--- src/rtl/fetch_sequencer.sv ---
// rtl/fetch_sequencer.sv - fetch-stage PC sequencer with multi-cycle imem handshake.
// Optional perf counters under `define FETCH_PERF_EN.
module fetch_sequencer #(
  parameter logic [31:0] RESET_PC   = 32'h0000_3000,
  parameter logic [31:0] HANDLER_PC = 32'h0000_4180,
  parameter logic [31:0] PC_LO      = 32'h0000_3000,
  parameter logic [31:0] PC_HI      = 32'h0000_6ffc
) (
  input  logic        clk,
  input  logic        reset,
  input  logic        stall_i,
  input  logic        br_valid_i,
  input  logic [31:0] br_target_i,
  input  logic        exc_req_i,
  input  logic        eret_i,
  input  logic [31:0] epc_i,
  output logic        imem_req_o,
  output logic [31:0] imem_addr_o,
  input  logic        imem_ack_i,
  input  logic [31:0] imem_rdata_i,
  output logic        instr_valid_o,
  output logic [31:0] instr_o,
  output logic [31:0] pc_o,
  output logic        adel_o,
  output logic [31:0] fetch_cnt_o,
  output logic [31:0] discard_cnt_o
);

  typedef enum logic [1:0] {S_FETCH, S_DISCARD, S_VALID} state_e;

  state_e      state_q, state_d;
  logic [31:0] pc_q, pc_d;
  logic [31:0] pend_target_q, pend_target_d;
  logic        pend_valid_q, pend_valid_d;
  logic [31:0] disc_addr_q, disc_addr_d;
  logic [31:0] instr_q, instr_d;
  logic [31:0] pc_out_q, pc_out_d;
  logic        valid_q, valid_d;
  logic        adel_q, adel_d;

  logic        eret_acc, br_acc, redirect;
  logic [31:0] redirect_pc, seq_pc;
  logic        pc_legal, req_c, consume, drop;
  logic [31:0] addr_c;

  assign eret_acc    = eret_i & ~stall_i & ~exc_req_i;
  assign br_acc      = br_valid_i & ~stall_i & ~exc_req_i & ~eret_i;
  assign redirect    = exc_req_i | eret_acc;
  assign redirect_pc = exc_req_i ? HANDLER_PC : epc_i;
  // A branch resolved in the same cycle as the delay-slot ack bypasses the pending buffer.
  assign seq_pc      = br_acc ? br_target_i : (pend_valid_q ? pend_target_q : pc_q + 32'd4);
  assign pc_legal    = (pc_q[1:0] == 2'b00) && (pc_q >= PC_LO) && (pc_q <= PC_HI);

  always_comb begin
    state_d       = state_q;
    pc_d          = pc_q;
    pend_target_d = pend_target_q;
    pend_valid_d  = pend_valid_q;
    disc_addr_d   = disc_addr_q;
    instr_d       = instr_q;
    pc_out_d      = pc_out_q;
    valid_d       = valid_q;
    adel_d        = adel_q;
    req_c         = 1'b0;
    addr_c        = pc_q;
    consume       = 1'b0;
    drop          = 1'b0;
    case (state_q)
      S_FETCH: begin
        if (redirect) begin
          pc_d         = redirect_pc;
          pend_valid_d = 1'b0;
        end
        if (pc_legal) begin
          req_c = 1'b1;
          if (redirect) begin
            if (imem_ack_i) begin
              drop = 1'b1;
            end else begin
              disc_addr_d = pc_q;
              state_d     = S_DISCARD;
            end
          end else if (imem_ack_i) begin
            instr_d      = imem_rdata_i;
            pc_out_d     = pc_q;
            valid_d      = 1'b1;
            adel_d       = 1'b0;
            pc_d         = seq_pc;
            pend_valid_d = 1'b0;
            state_d      = S_VALID;
          end else if (br_acc) begin
            pend_valid_d  = 1'b1;
            pend_target_d = br_target_i;
          end
        end else if (!redirect) begin
          instr_d      = 32'd0;
          pc_out_d     = pc_q;
          valid_d      = 1'b1;
          adel_d       = 1'b1;
          pc_d         = seq_pc;
          pend_valid_d = 1'b0;
          state_d      = S_VALID;
        end
      end
      S_DISCARD: begin
        // Bus request stays on the abandoned address until the slave completes it.
        req_c  = 1'b1;
        addr_c = disc_addr_q;
        if (redirect) begin
          pc_d         = redirect_pc;
          pend_valid_d = 1'b0;
        end
        if (imem_ack_i) begin
          drop    = 1'b1;
          state_d = S_FETCH;
        end
      end
      S_VALID: begin
        if (redirect) begin
          valid_d      = 1'b0;
          pc_d         = redirect_pc;
          pend_valid_d = 1'b0;
          state_d      = S_FETCH;
        end else if (!stall_i) begin
          valid_d = 1'b0;
          consume = 1'b1;
          state_d = S_FETCH;
          if (br_acc) pc_d = br_target_i;
        end
      end
      default: state_d = S_FETCH;
    endcase
  end

  always_ff @(posedge clk) begin
    if (reset) begin
      state_q       <= S_FETCH;
      pc_q          <= RESET_PC;
      pend_target_q <= 32'd0;
      pend_valid_q  <= 1'b0;
      disc_addr_q   <= 32'd0;
      instr_q       <= 32'd0;
      pc_out_q      <= RESET_PC;
      valid_q       <= 1'b0;
      adel_q        <= 1'b0;
    end else begin
      state_q       <= state_d;
      pc_q          <= pc_d;
      pend_target_q <= pend_target_d;
      pend_valid_q  <= pend_valid_d;
      disc_addr_q   <= disc_addr_d;
      instr_q       <= instr_d;
      pc_out_q      <= pc_out_d;
      valid_q       <= valid_d;
      adel_q        <= adel_d;
    end
  end

  assign imem_req_o    = req_c & ~reset;
  assign imem_addr_o   = addr_c;
  assign instr_valid_o = valid_q;
  assign instr_o       = instr_q;
  assign pc_o          = pc_out_q;
  assign adel_o        = adel_q;

`ifdef FETCH_PERF_EN
  logic [31:0] fetch_cnt_q, discard_cnt_q;

  always_ff @(posedge clk) begin
    if (reset) begin
      fetch_cnt_q   <= 32'd0;
      discard_cnt_q <= 32'd0;
    end else begin
      if (consume) fetch_cnt_q <= fetch_cnt_q + 32'd1;
      if (drop) discard_cnt_q <= discard_cnt_q + 32'd1;
    end
  end

  assign fetch_cnt_o   = fetch_cnt_q;
  assign discard_cnt_o = discard_cnt_q;
`else
  logic perf_unused;
  assign perf_unused   = consume | drop;
  assign fetch_cnt_o   = 32'd0;
  assign discard_cnt_o = 32'd0;
`endif

endmodule

--- config.mk ---
export PLATFORM = sky130hd
export DESIGN_NAME = fetch_sequencer
export DESIGN_NICKNAME = d
export VERILOG_FILES = /design/src/rtl/fetch_sequencer.sv
export SDC_FILE = /design/constraint.sdc
export NUM_CORES = 1
export LEC_CHECK = 0
export CELL_PAD_IN_SITES_DETAIL_PLACEMENT = 0
export CELL_PAD_IN_SITES_GLOBAL_PLACEMENT = 1
export CORE_MARGIN = 1
export CORE_UTILIZATION = 31
export CTS_BUF_LIST = sky130_fd_sc_hd__clkbuf_16
export DETAILED_ROUTE_END_ITERATION = 10
export PLACE_DENSITY_LB_ADDON = 0.05
export SLEW_MARGIN = 10
export SYNTH_ARGS = -nofsm -noshare
export SYNTH_HDL_FRONTEND = slang
export SYNTH_SLANG_ARGS = --single-unit
--- constraint.sdc ---
create_clock -name clk -period 2.1 [get_ports clk]
set_input_delay 0.42 -clock clk [delete_from_list [all_inputs] [get_ports clk]]
set_output_delay 0.42 -clock clk [all_outputs]
set_load 0.005 [all_outputs]
# [Yosys cells after proc, flatten, opt, wreduce, memory -nomap -nowiden]
# Cells that the tools add are included.
[word_totals] elab_cells=99 inputBits=103 regBits=165 out_inout_bits=163
[op_classes] n_mux=49 add_sub_neg=1 n_lt_le_gt_ge=2 n_bitwise=13 reduce_logical=14 n_eq_ne=11
[op_table] op="32-bit two-way mux" n=20
[op_table] op="32-bit one-hot mux with 3 select lines" n=1
[op_table] op="32-bit by 3-bit adder with 32-bit output (second input constant)" n=1
[op_table] op="32-bit by 14-bit >= comparator with 1-bit output (second input constant)" n=1
[op_table] op="32-bit by 15-bit <= comparator with 1-bit output (second input constant)" n=1
[op_table] op="1-bit two-way mux" n=16
[op_table] op="2-bit two-way mux" n=8
[op_table] op="3-bit inequality test (second input constant)" n=5
[op_table] op="5-bit AND reduction" n=2
[op_table] op="4-bit AND reduction" n=2
[op_table] op="1-bit AND" n=6
[op_table] op="2-bit inequality test (second input constant)" n=3
[op_table] op="1-bit inverter" n=6
[op_table] op="1-bit one-hot mux with 2 select lines" n=3
[op_table] op="2-bit one-hot mux with 3 select lines" n=1
[op_table] op="3-bit AND reduction" n=2
[op_table] op="2-bit logical NOT" n=2
[op_table] op="4-bit inequality test (second input constant)" n=1
[op_table] op="2-bit nonzero test" n=2
[op_table] op="3-bit nonzero test" n=1
[op_table] op="2-bit by 1-bit == test with 1-bit output (second input constant)" n=1
[op_table] op="2-bit == test (second input constant)" n=1
[op_table] op="1-bit logical AND" n=2
[op_table] op="2-bit OR reduction" n=1
[op_table] op="1-bit OR" n=1

# [Longest topological paths before layout]
# Gate-level depths: netlist of the first run.
[depth] depth_word=10 depth_mapped=10 depth_no_buf=8

# [Worst setup path before layout of the first run]
# OpenSTA, ideal clock, no wires.
[synth_path] path_type="register -> output" startpoint="reg state_q[1]" endpoint="out imem_addr_o[0]" n_path_buf=3 setup_slack_ns=-0.193 arrival_ns=1.873 stages_incl_launch_ff=7 t_required_ns=1.680 path_cell_list="dfxtp_1 inv_1 ha_1 clkbuf_1 buf_1 buf_1 mux2_2"
[synth_via] elab_chain_cells=2
[synth_rtl] item="start: declaration" line_no="31" text="state_e state_q, state_d;"
[synth_rtl] item="start signal: assignment" line_no="147" text="state_q <= state_d;"
[synth_rtl] item="2-bit by 1-bit == test with 1-bit output" line_no="68" text="case (state_q)"
[synth_rtl] item="32-bit two-way mux" line_no="68"
[synth_rtl] item="end: declaration" line_no="18" text="output logic [31:0] imem_addr_o,"
# No other way between the ends.

# [Worst setup path after layout of the first run]
[layout_path] startpoint="reg pc_q[19]" endpoint="out imem_req_o"
[layout_via] elab_chain_cells=6 word_cells_on_any_way=7 classes_between="order compare: 2; mux: 2; bitwise: 1; reduce/logical: 2"
[layout_rtl] item="start: declaration" line_no="32" text="logic [31:0] pc_q, pc_d;"
[layout_rtl] item="start signal: assignment" line_no="148" text="pc_q <= pc_d;"
[layout_rtl] item="32-bit by 14-bit >= comparator with 1-bit output" line_no="52" text="assign pc_legal = (pc_q[1:0] == 2'b00) && (pc_q >= PC_LO) && (pc_q <= PC_HI);"
[layout_rtl] item="1-bit logical AND" line_no="52"
[layout_rtl] item="1-bit logical AND (*)" line_no="52"
[layout_rtl] item="1-bit two-way mux (*)" line_no="74" text="if (pc_legal) begin"
[layout_rtl] item="1-bit one-hot mux with 2 select lines (*)" line_no="68"
[layout_rtl] item="1-bit AND (*)" line_no="159" text="assign imem_req_o = req_c & ~reset;"
[layout_rtl] item="end: declaration" line_no="17" text="output logic imem_req_o,"
# Every way passes the cells marked *; elsewhere a longest branch is shown, timed or not.

==> impl_metrics.yaml, run 1 <==
yosys:
  synth_edf_count: 0
  seq_area_frac_synth_pct: 34.97
  synthArstFlopShare_pct: 0
  syn-instance-count: 1236
  synth_cell_types: 73
  avgSynthCellArea_um2: 7.642
  ys_ff_latch: 165
  netlist_area_um2: 9445
  ys_warn_count: 0
  ys.flop_type: "dfxtp_1"
grt:
  top_usage_layer: "met2"
  antenna_found_initial: 0
  met2_usage_pct: 43.20
  grt_util_all_layers_pct: 25.55
  use_met1_pct: 32.89
  grt_overflow: 0
  use_met3_pct: 4.091
  grt_max_degree: 114
  first_global_vias: 9635
  grt_pass1_wl_mm: 59.80
drt:
  vias: 10511
  ant_nets: 0
  firstDrtPassIters: 5
  viasPerCell: 5.269
  routed_wire_length_per_instance_um: 21.52
  drt-total-wl_mm: 42.94
  drc: 0
  drt-initial-drc-count: 901
critical_path:
  reg2reg_from: "pc_q[19]$_SDFFE_PP0P_"
  reg2reg_to: "pend_target_q[3]$_SDFFE_PP0P_"
  start_kind: "flip-flop"
  reg2reg_depth: 10
  critPathKind: "flip-flop to output port"
  cp_data_arrival_time_ns: 1.97
  cp.required_ns: 1.68
  crit_top_cell: "nor2_1"
  critPathMaxStageDelay_ns: 0.34
  r2r_slack_ns: -0.08
  crit_chain: "nor4_4 -> buf_4 -> nand4_1 -> nor2_1 -> a21oi_1 -> nor2_1 -> buf_2"
  crit_fanout: 2
  slowest_stage: "dfxtp_2"
  cp-end-kind: "output port"
timing:
  skew_ns: 0.01040
  final_max_slew_viol_count: 0
  post-route-min-period_ns: 2.387
  rsz0062_at_grt: "true"
  fmax_mhz: 419.0
  finalSetupViolCount: 96
  tightestPinTransition_ns: 0.5805
  period_share_pct: 113.7
  worst_slack_ns: -0.2867
  hold_viol_final: 0
  max-slew-margin-rel_pct: 61.30
place:
  placedCellCount: 1890
  hpwl_mm: 28.77
  place.gp.congestion: 0.9138
  numPortBuffers: 201
  post-place-ws_ns: -0.4801
clocking:
  cts_buffers: 17
  cts_root_buf: "clkbuf_16"
  cts.path.max_buffers: 2
  clk_pin_slew_worst_paths_ns: 0.07
  cts.sinks: 165
  tritoncts: "done"
  clkLatencyLatePin_ns: 0.45
  htree_num_levels: 4
  cts_hold_buf: 0
cells_and_area:
  drive_above_1_share_pct: 28.66
  fillers: 2881
  seq_area_um2: 3323
  multiInputGateArea_um2: 6023
  final_cell_count_no_fill: 1995
  areaGrowthSynthToFinish_pct: 58.79
  fin_nets: 1702
  layout_commonest_cell: "nand2_1"
  final_cell_mix: "nand2_1, buf_4, clkdlybuf4s50_1"
  antennaDiodeCount: 0
power_and_ir_drop:
  ir_drop_mv: 0.6102
  power_leakage_nw: 5.715
  p_sw_share_pct: 39.49
  power-per-cell-area_nw_per_um2: 1024
  power.share.clock_pct: 21.0
  pwr-share-seq_pct: 24.8
  intPower_mw: 9.295
  power.switching_mw: 6.066
  combPwrFrac_pct: 54.2
floorplanning:
  core_region_area_um2: 29800
  die_y_um: 176.6
  initial_core_util_pct: 31.70
  io_pins: 266
  die_width_um: 176.6
  die_area_um2: 31170
  rows: 63
hold_path:
  hold_path_end: "state_q[0]$_SDFFE_PP0P_"
  holdCritPathClass: "primary input to flip-flop"
  hold_start: "reset"
  whs_path_depth: 2
run:
  drv_cap: 0
status:
  outcome: "complete, but fails checks"
  violations: "negative setup slack"
worst max-delay path by stage:
stage,end,cells past startpoint,start
after floorplan,pc_q[21]$_SDFFE_PP0P_,8,exc_req_i
after global placement,state_q[0]$_SDFFE_PP0P_,9,eret_i
after detailed placement,pc_q[21]$_SDFFE_PP0P_,7,exc_req_i
after CTS,imem_req_o,7,pc_q[28]$_SDFFE_PP0P_
after global routing,imem_req_o,7,pc_q[21]$_SDFFE_PP0P_
final,imem_req_o,7,pc_q[19]$_SDFFE_PP0P_
power groups by stage:
stage               logic [mW]  clock network [mW]  registers [mW]
global route              8.77                3.41            3.85
global placement          6.37                   0            3.80
detailed placement        6.35                   0            3.80
CTS                       6.94                3.29            3.75
finish                    8.33                3.22            3.81
floorplan                 3.28                   0            3.71
cell usage after synthesis (6+ instances only):
| cell type | n | area [µm²] |
|---|---|---|
| a211oi_1 | 11 | 82.58 |
| a21oi_1 | 136 | 680.7 |
| a221oi_1 | 14 | 122.6 |
| a22o_1 | 8 | 70.07 |
| a22oi_1 | 43 | 322.8 |
| a31oi_1 | 12 | 75.07 |
| a32oi_1 | 6 | 52.55 |
| and2_1 | 21 | 131.4 |
| and3_1 | 7 | 43.79 |
| buf_2 | 28 | 140.1 |
| buf_4 | 70 | 525.5 |
| clkbuf_1 | 66 | 247.7 |
| dfxtp_1 | 165 | 3303 |
| ha_1 | 6 | 75.07 |
| inv_1 | 24 | 90.09 |
| mux2_2 | 24 | 270.3 |
| mux2i_1 | 12 | 120.1 |
| nand2_1 | 236 | 885.9 |
| nand2b_1 | 9 | 56.30 |
| nand3_1 | 34 | 170.2 |
| nand4_1 | 17 | 106.4 |
| nor2_1 | 75 | 281.5 |
| nor3_1 | 15 | 75.07 |
| nor4_1 | 7 | 43.79 |
| o2111ai_1 | 6 | 52.55 |
| o211ai_1 | 7 | 52.55 |
| o21ai_0 | 57 | 285.3 |
| o221ai_1 | 6 | 52.55 |
| o22ai_1 | 7 | 43.79 |
| xnor2_1 | 14 | 122.6 |
| xor2_1 | 9 | 78.83 |
logic make-up (layout without fill, tap and decap cells):
logic type               Yosys count  in the layout  synth area share, %
AND/OR/NAND/NOR                  455            456                22.68
AO/OA/AOI/OAI                    353            353                23.87
buffers and inverters            197            502                11.38
flip-flops                       165            165                34.97
multiplexers                      36             36                4.133
XOR/XNOR                          23             23                2.133
adder cells (fa/ha/maj)            6              6               0.7948
other                              1             64              0.03970
per-layer routing:
layer | vias up | wire (µm)
met2 | 371 | 20880
met1 | 5127 | 18990
met4 | 0 | 950
met5 | - | 0
li1 | 4961 | -
met3 | 52 | 2119
layout make-up:
cell class | instances | share of cell area, %
clock buffers | 17 | 2.836
inverters | 24 | 0.6007
repair buffers | 447 | 29.99
flip-flops and latches | 165 | 22.16
clock inverters | 14 | 1.001
well taps | 390 | 3.254
multi-input cells | 938 | 40.16
critical path: cells and delay by family, from the launching register on:
family	cells	cell delay, ns
simple gates	4	0.79
flops	1	0.34
buf+inv	2	0.31
compound gates	1	0.09
registers in the layout, indices dropped and copies added (netlist names):
register / count
adel_o: 1
disc_addr_q: 32
instr_o: 32
instr_valid_o: 1
pc_o: 32
pc_q: 32
pend_target_q: 32
pend_valid_q: 1
state_q: 2
repair_timing:
action                     CTS  global route
setup endpoints to repair  177           194
cloned                       8            19
buffers inserted            27            28
pin swaps                   15            58
resized for setup          259           128
metrics by stage:
step | area (µm²) | hold WS [ns] | power (mW) | util, % | setup TNS (ns)
floorplan | 9694 | 0.4239 | 6.982 | - | 0
global placement | 12680 | 0.4352 | 10.17 | 42.56 | -51.87
detailed placement | 12680 | 0.4404 | 10.15 | 42.56 | -54.76
CTS | 13970 | 0.2395 | 13.99 | 46.90 | -2.647
global route | 15000 | 0.2447 | 16.03 | 50.34 | -15.69
finish | 15000 | 0.2537 | 15.36 | 50.34 | -4.667
No activity file was read; power rests on OpenSTA's default activity.
==> run 2: changes to the inputs <==
Settings changed: RECOVER_POWER set to 25.
==> run 2 against run 1 <==
Against the previous run: the flow still finishes with violations (negative setup slack); sequential power about the same; hold slack worse by 0.00071 ns; clock-buffer cell count unchanged; largest power group unchanged; worst setup slack is essentially flat; register-to-register slack is essentially flat; non-clock buffer count did not move; flip-flop and latch count unchanged.
==> impl_metrics.yaml, run 2 (synthesis gave the netlist of run 1 again) <==
status:
  outcome: "complete, but fails checks"
  violations: "negative setup slack"
place:
  post_dp_cell_area_um2: 12680
  placedCellCount: 1890
  hpwl_mm: 28.77
  numPortBuffers: 201
  post-place-ws_ns: -0.4801
  place.gp.congestion: 0.9138
grt:
  grt_pass1_wl_mm: 59.80
  antenna_found_initial: 0
  grt_util_all_layers_pct: 25.55
  grt_overflow: 0
  grt_max_degree: 114
  first_global_vias: 9635
power_and_ir_drop:
  power_leakage_nw: 5.784
  power-per-cell-area_nw_per_um2: 1023
  ir_drop_mv: 0.6112
  p_total_mw: 15.34
timing:
  fmax_mhz: 419.1
  worst_slack_ns: -0.2863
  finalSetupViolCount: 97
  period_share_pct: 113.6
  final_max_slew_viol_count: 0
  post-route-min-period_ns: 2.386
  rsz0062_at_grt: "true"
  tightestPinTransition_ns: 0.5756
  max-slew-margin-rel_pct: 61.63
  holdWs_ns: 0.2530
  hold_viol_final: 0
  skew_ns: 0.01044
critical_path:
  crit_fanout: 2
  startpoint: "pc_q[19]$_SDFFE_PP0P_"
  critPathKind: "flip-flop to output port"
  reg2reg_from: "pc_q[19]$_SDFFE_PP0P_"
  cp_data_arrival_time_ns: 1.97
  cp-end-kind: "output port"
  start_kind: "flip-flop"
  cp.required_ns: 1.68
cells_and_area:
  fin_nets: 1702
  final_cell_mix: "nand2_1, buf_4, dfxtp_1"
  final_cell_count_no_fill: 1995
  drive_above_1_share_pct: 28.66
  antennaDiodeCount: 0
  design_area_um2: 15000
  layout_commonest_cell: "nand2_1"
  areaGrowthSynthToFinish_pct: 58.79
clocking:
  clkLatencyLatePin_ns: 0.45
  tritoncts: "done"
  cts.sinks: 165
  cts.path.max_buffers: 2
  htree_num_levels: 4
  clk_pin_slew_worst_paths_ns: 0.07
  cts_buffers: 17
  cts_hold_buf: 0
  cts_root_buf: "clkbuf_16"
drt:
  firstDrtPassIters: 5
  routed_wire_length_per_instance_um: 21.51
  viasPerCell: 5.279
  vias: 10532
  drc: 0
  drt-initial-drc-count: 901
  drt-total-wl_mm: 42.92
  ant_nets: 0
floorplanning:
  initial_core_util_pct: 31.70
  die_width_um: 176.6
  die_area_um2: 31170
  core_region_area_um2: 29800
  die_y_um: 176.6
  io_pins: 266
  rows: 63
run:
  drv_cap: 0
hold_path:
  holdCritPathClass: "primary input to flip-flop"
  hold_start: "reset"
## run 2: changes by cell type in the layout (fill, tap and decap cells not counted)
cell             previous run  this run
clkdlybuf4s50_1           167       147
dlygate4sd3_1               0        20
## run 2: worst paths after layout
check             slack (ns)  cells past startpoint                              to
setup reg to reg       -0.08                     10   pend_target_q[3]$_SDFFE_PP0P_
setup / recovery       -0.29                      7                      imem_req_o
hold reg to reg         0.45                      2  pend_target_q[21]$_SDFFE_PP0P_
hold / removal          0.25                      2         state_q[0]$_SDFFE_PP0P_
## run 2: routing by layer
layer / track usage [%] / vias to the layer above / share of wire (%)
met5: 0 / - / 0
met4: 8.405 / 0 / 2.2
met3: 4.091 / 52 / 4.9
met2: 43.20 / 376 / 49
met1: 32.89 / 5146 / 44
li1: - / 4958 / -
## run 2: critical path: stages, from the launching register on
cell     delay, ns
dfxtp_2       0.34
nor4_4        0.30
buf_4         0.16
nand4_1       0.17
nor2_1        0.19
a21oi_1       0.09
nor2_1        0.13
buf_2         0.15
## run 2: what timing repair did
action / CTS / global route
cloned: 8 / 19
setup endpoints to repair: 177 / 194
pin swaps: 15 / 58
gates resized for setup: 259 / 128
buffers inserted: 27 / 28
## run 2: where the power goes
group	switching (mW)	internal, mW	total (mW)
Clock	1.46	1.76	3.22
Combinational	4.29	4.02	8.31
Sequential	0.310	3.50	3.81
## run 2: per-stage QoR
step | util, % | TNS (ns)
after floorplan | - | 0
after global placement | 42.56 | -51.87
after detailed placement | 42.56 | -54.76
after CTS | 46.90 | -2.647
after global routing | 50.34 | -15.68
final | 50.34 | -4.611
## run 2: final cells by class
| class | instances | area (µm²) |
|---|---|---|
| fill | 2881 | 14800 |
| multi-input combinational | 938 | 6023 |
| timing repair buffer | 447 | 4498 |
| sequential | 165 | 3323 |
| tap | 390 | 488.0 |
| clock buffer | 17 | 425.4 |
| clock inverter | 14 | 150.1 |
| inverter | 24 | 90.09 |
==> variant (flow settings as in run 2) <==
Encoding of `state_e`: now one-hot (3 bits for 3 states).
--- a/src/rtl/fetch_sequencer.sv
+++ b/src/rtl/fetch_sequencer.sv
@@ -28,3 +28,3 @@
 
-  typedef enum logic [1:0] {S_FETCH, S_DISCARD, S_VALID} state_e;
+  typedef enum logic [2:0] {S_FETCH = 3'b001, S_DISCARD = 3'b010, S_VALID = 3'b100} state_e;
 
Function: no difference found for any inputs over 4 cycles, from zero or initial values and one cycle with reset high; so few cycles prove little.
==> variant against run 2 <==
The run still ends with setup timing left. Routed wire length decreased by 3.2%. Final area rose by 4.9%. Setup slack worse by 0.022 ns. Utilization increased by 2.7 points. Area after synthesis fell by 1.3%. Sequential cell count up 1. Hold slack improved by 0.20 ns.
Power is not compared: it rests on default switching activity, and its combinational part moved more than twofold at a synthesized area within 25%.
==> variant: results (changes against run 2) <==
failing checks=setup timing (unchanged); buffer share of cell area=32.0% (was 30.0%); Distinct cells, synth=79 (was 73); post-synthesis cell count=1262 (was 1236); Filler cells=2888 (was 2881); adder-cell share of the synthesized area=0.268% (was 0.795%); largest net degree at the start of global routing=78 (was 114); final setup vio count=171 (was 97); Final WS setup=-0.308 ns (was -0.286 ns); largest cells by area after synthesis=dfxtp_1, nand2_1, buf_4, a21oi_1, a22oi_1 (was dfxtp_1, nand2_1, a21oi_1, buf_4, a22oi_1); share of layout cells above drive strength 1=35.4% (was 28.7%); Fin Clk Skew=0.0165 ns (was 0.0104 ns); most frequent cells after synthesis=nand2_1, dfxtp_1, a21oi_1, nor2_1, buf_4 (unchanged); Placed Cells=1939 (was 1890); compound-cell area share of the yosys netlist=24.3% (was 23.9%); Placed Area=12800 sq um (was 12700 sq um); TNS Setup=-22.61 ns (was -4.61 ns); DR WL/cell=20.2 um (was 21.5 um); DR iter-0 viols=951 (was 901); pre-CTS worst setup slack=-0.611 ns (was -0.480 ns); Register Area=3350 sq um (was 3320 sq um); Multi-Input Combinational=960 (was 938); Sink Count=166 (was 165); area grow syn2layout=68.8% (was 58.8%); via count=10800 (was 10500); GR Util All Layers=25.8% (was 25.6%); main flop type after synthesis=dfxtp_1 (unchanged); global placer's final weighted congestion=0.876 (was 0.914); Layout clock area frac=3.60% (was 3.84%); XOR/XNOR Fraction of Synth Area=1.97% (was 2.13%); invs w/o clock=11 (was 24); status=finished, violations left (unchanged); Final #Nets=1755 (was 1702); post-DR vias/cell=5.27 (was 5.28); post-detail-place hpwl=28.2 mm (was 28.8 mm); HP Class=flip-flop to flip-flop (was primary input to flip-flop); post-synthesis mux area share=0.107% (was 4.13%); post-synthesis sequential area ratio=35.7% (was 35.0%); Worst Tran Pin Value=0.532 ns (was 0.576 ns); CP arrival=1.99 ns (was 1.97 ns); vias in the first global route=9947 (was 9635); Non-clock buffers=494 (was 447); TritonRoute pass-1 iters=7 (was 5)
==> variant: cell types whose count changed after synthesis, moves of 10 or more <==
cell             run 2  this run
mux2i_1             12         1
and3_1               7        23
nand2_1            236       288
and2_1              21         3
a21oi_1            136       111
inv_1               24        11
o211ai_1             7        17
mux2_2              24         0
nor3_1              15        28
==> variant: routing by layer <==
layer / vias to the layer above / routed length (um) / global-route usage [%]
met5: - / 0 / 0
met4: 0 / 762 / 6.81
met3: 52 / 3000 / 6.26
met2: 458 / 17800 / 37.6
met1: 5213 / 20000 / 37.6
li1: 5096 / - / -
==> variant: worst paths after layout <==
path	from	end	slack [ns]
min	pc_o[26]	pc_o[26]	0.45
max	pc_q[14]	imem_req_o	-0.31
min reg2reg	pc_o[26]	pc_o[26]	0.45
max reg2reg	pc_q[14]	pc_q[29]	-0.22
==> variant: what timing repair did <==
action                                  in CTS  in global routing
gates cloned                                14                  7
hold buffers                                 0                  0
pin swaps                                   94                120
resized for setup                          291                239
setup buffers                               39                 36
endpoints found under the setup margin     176                196
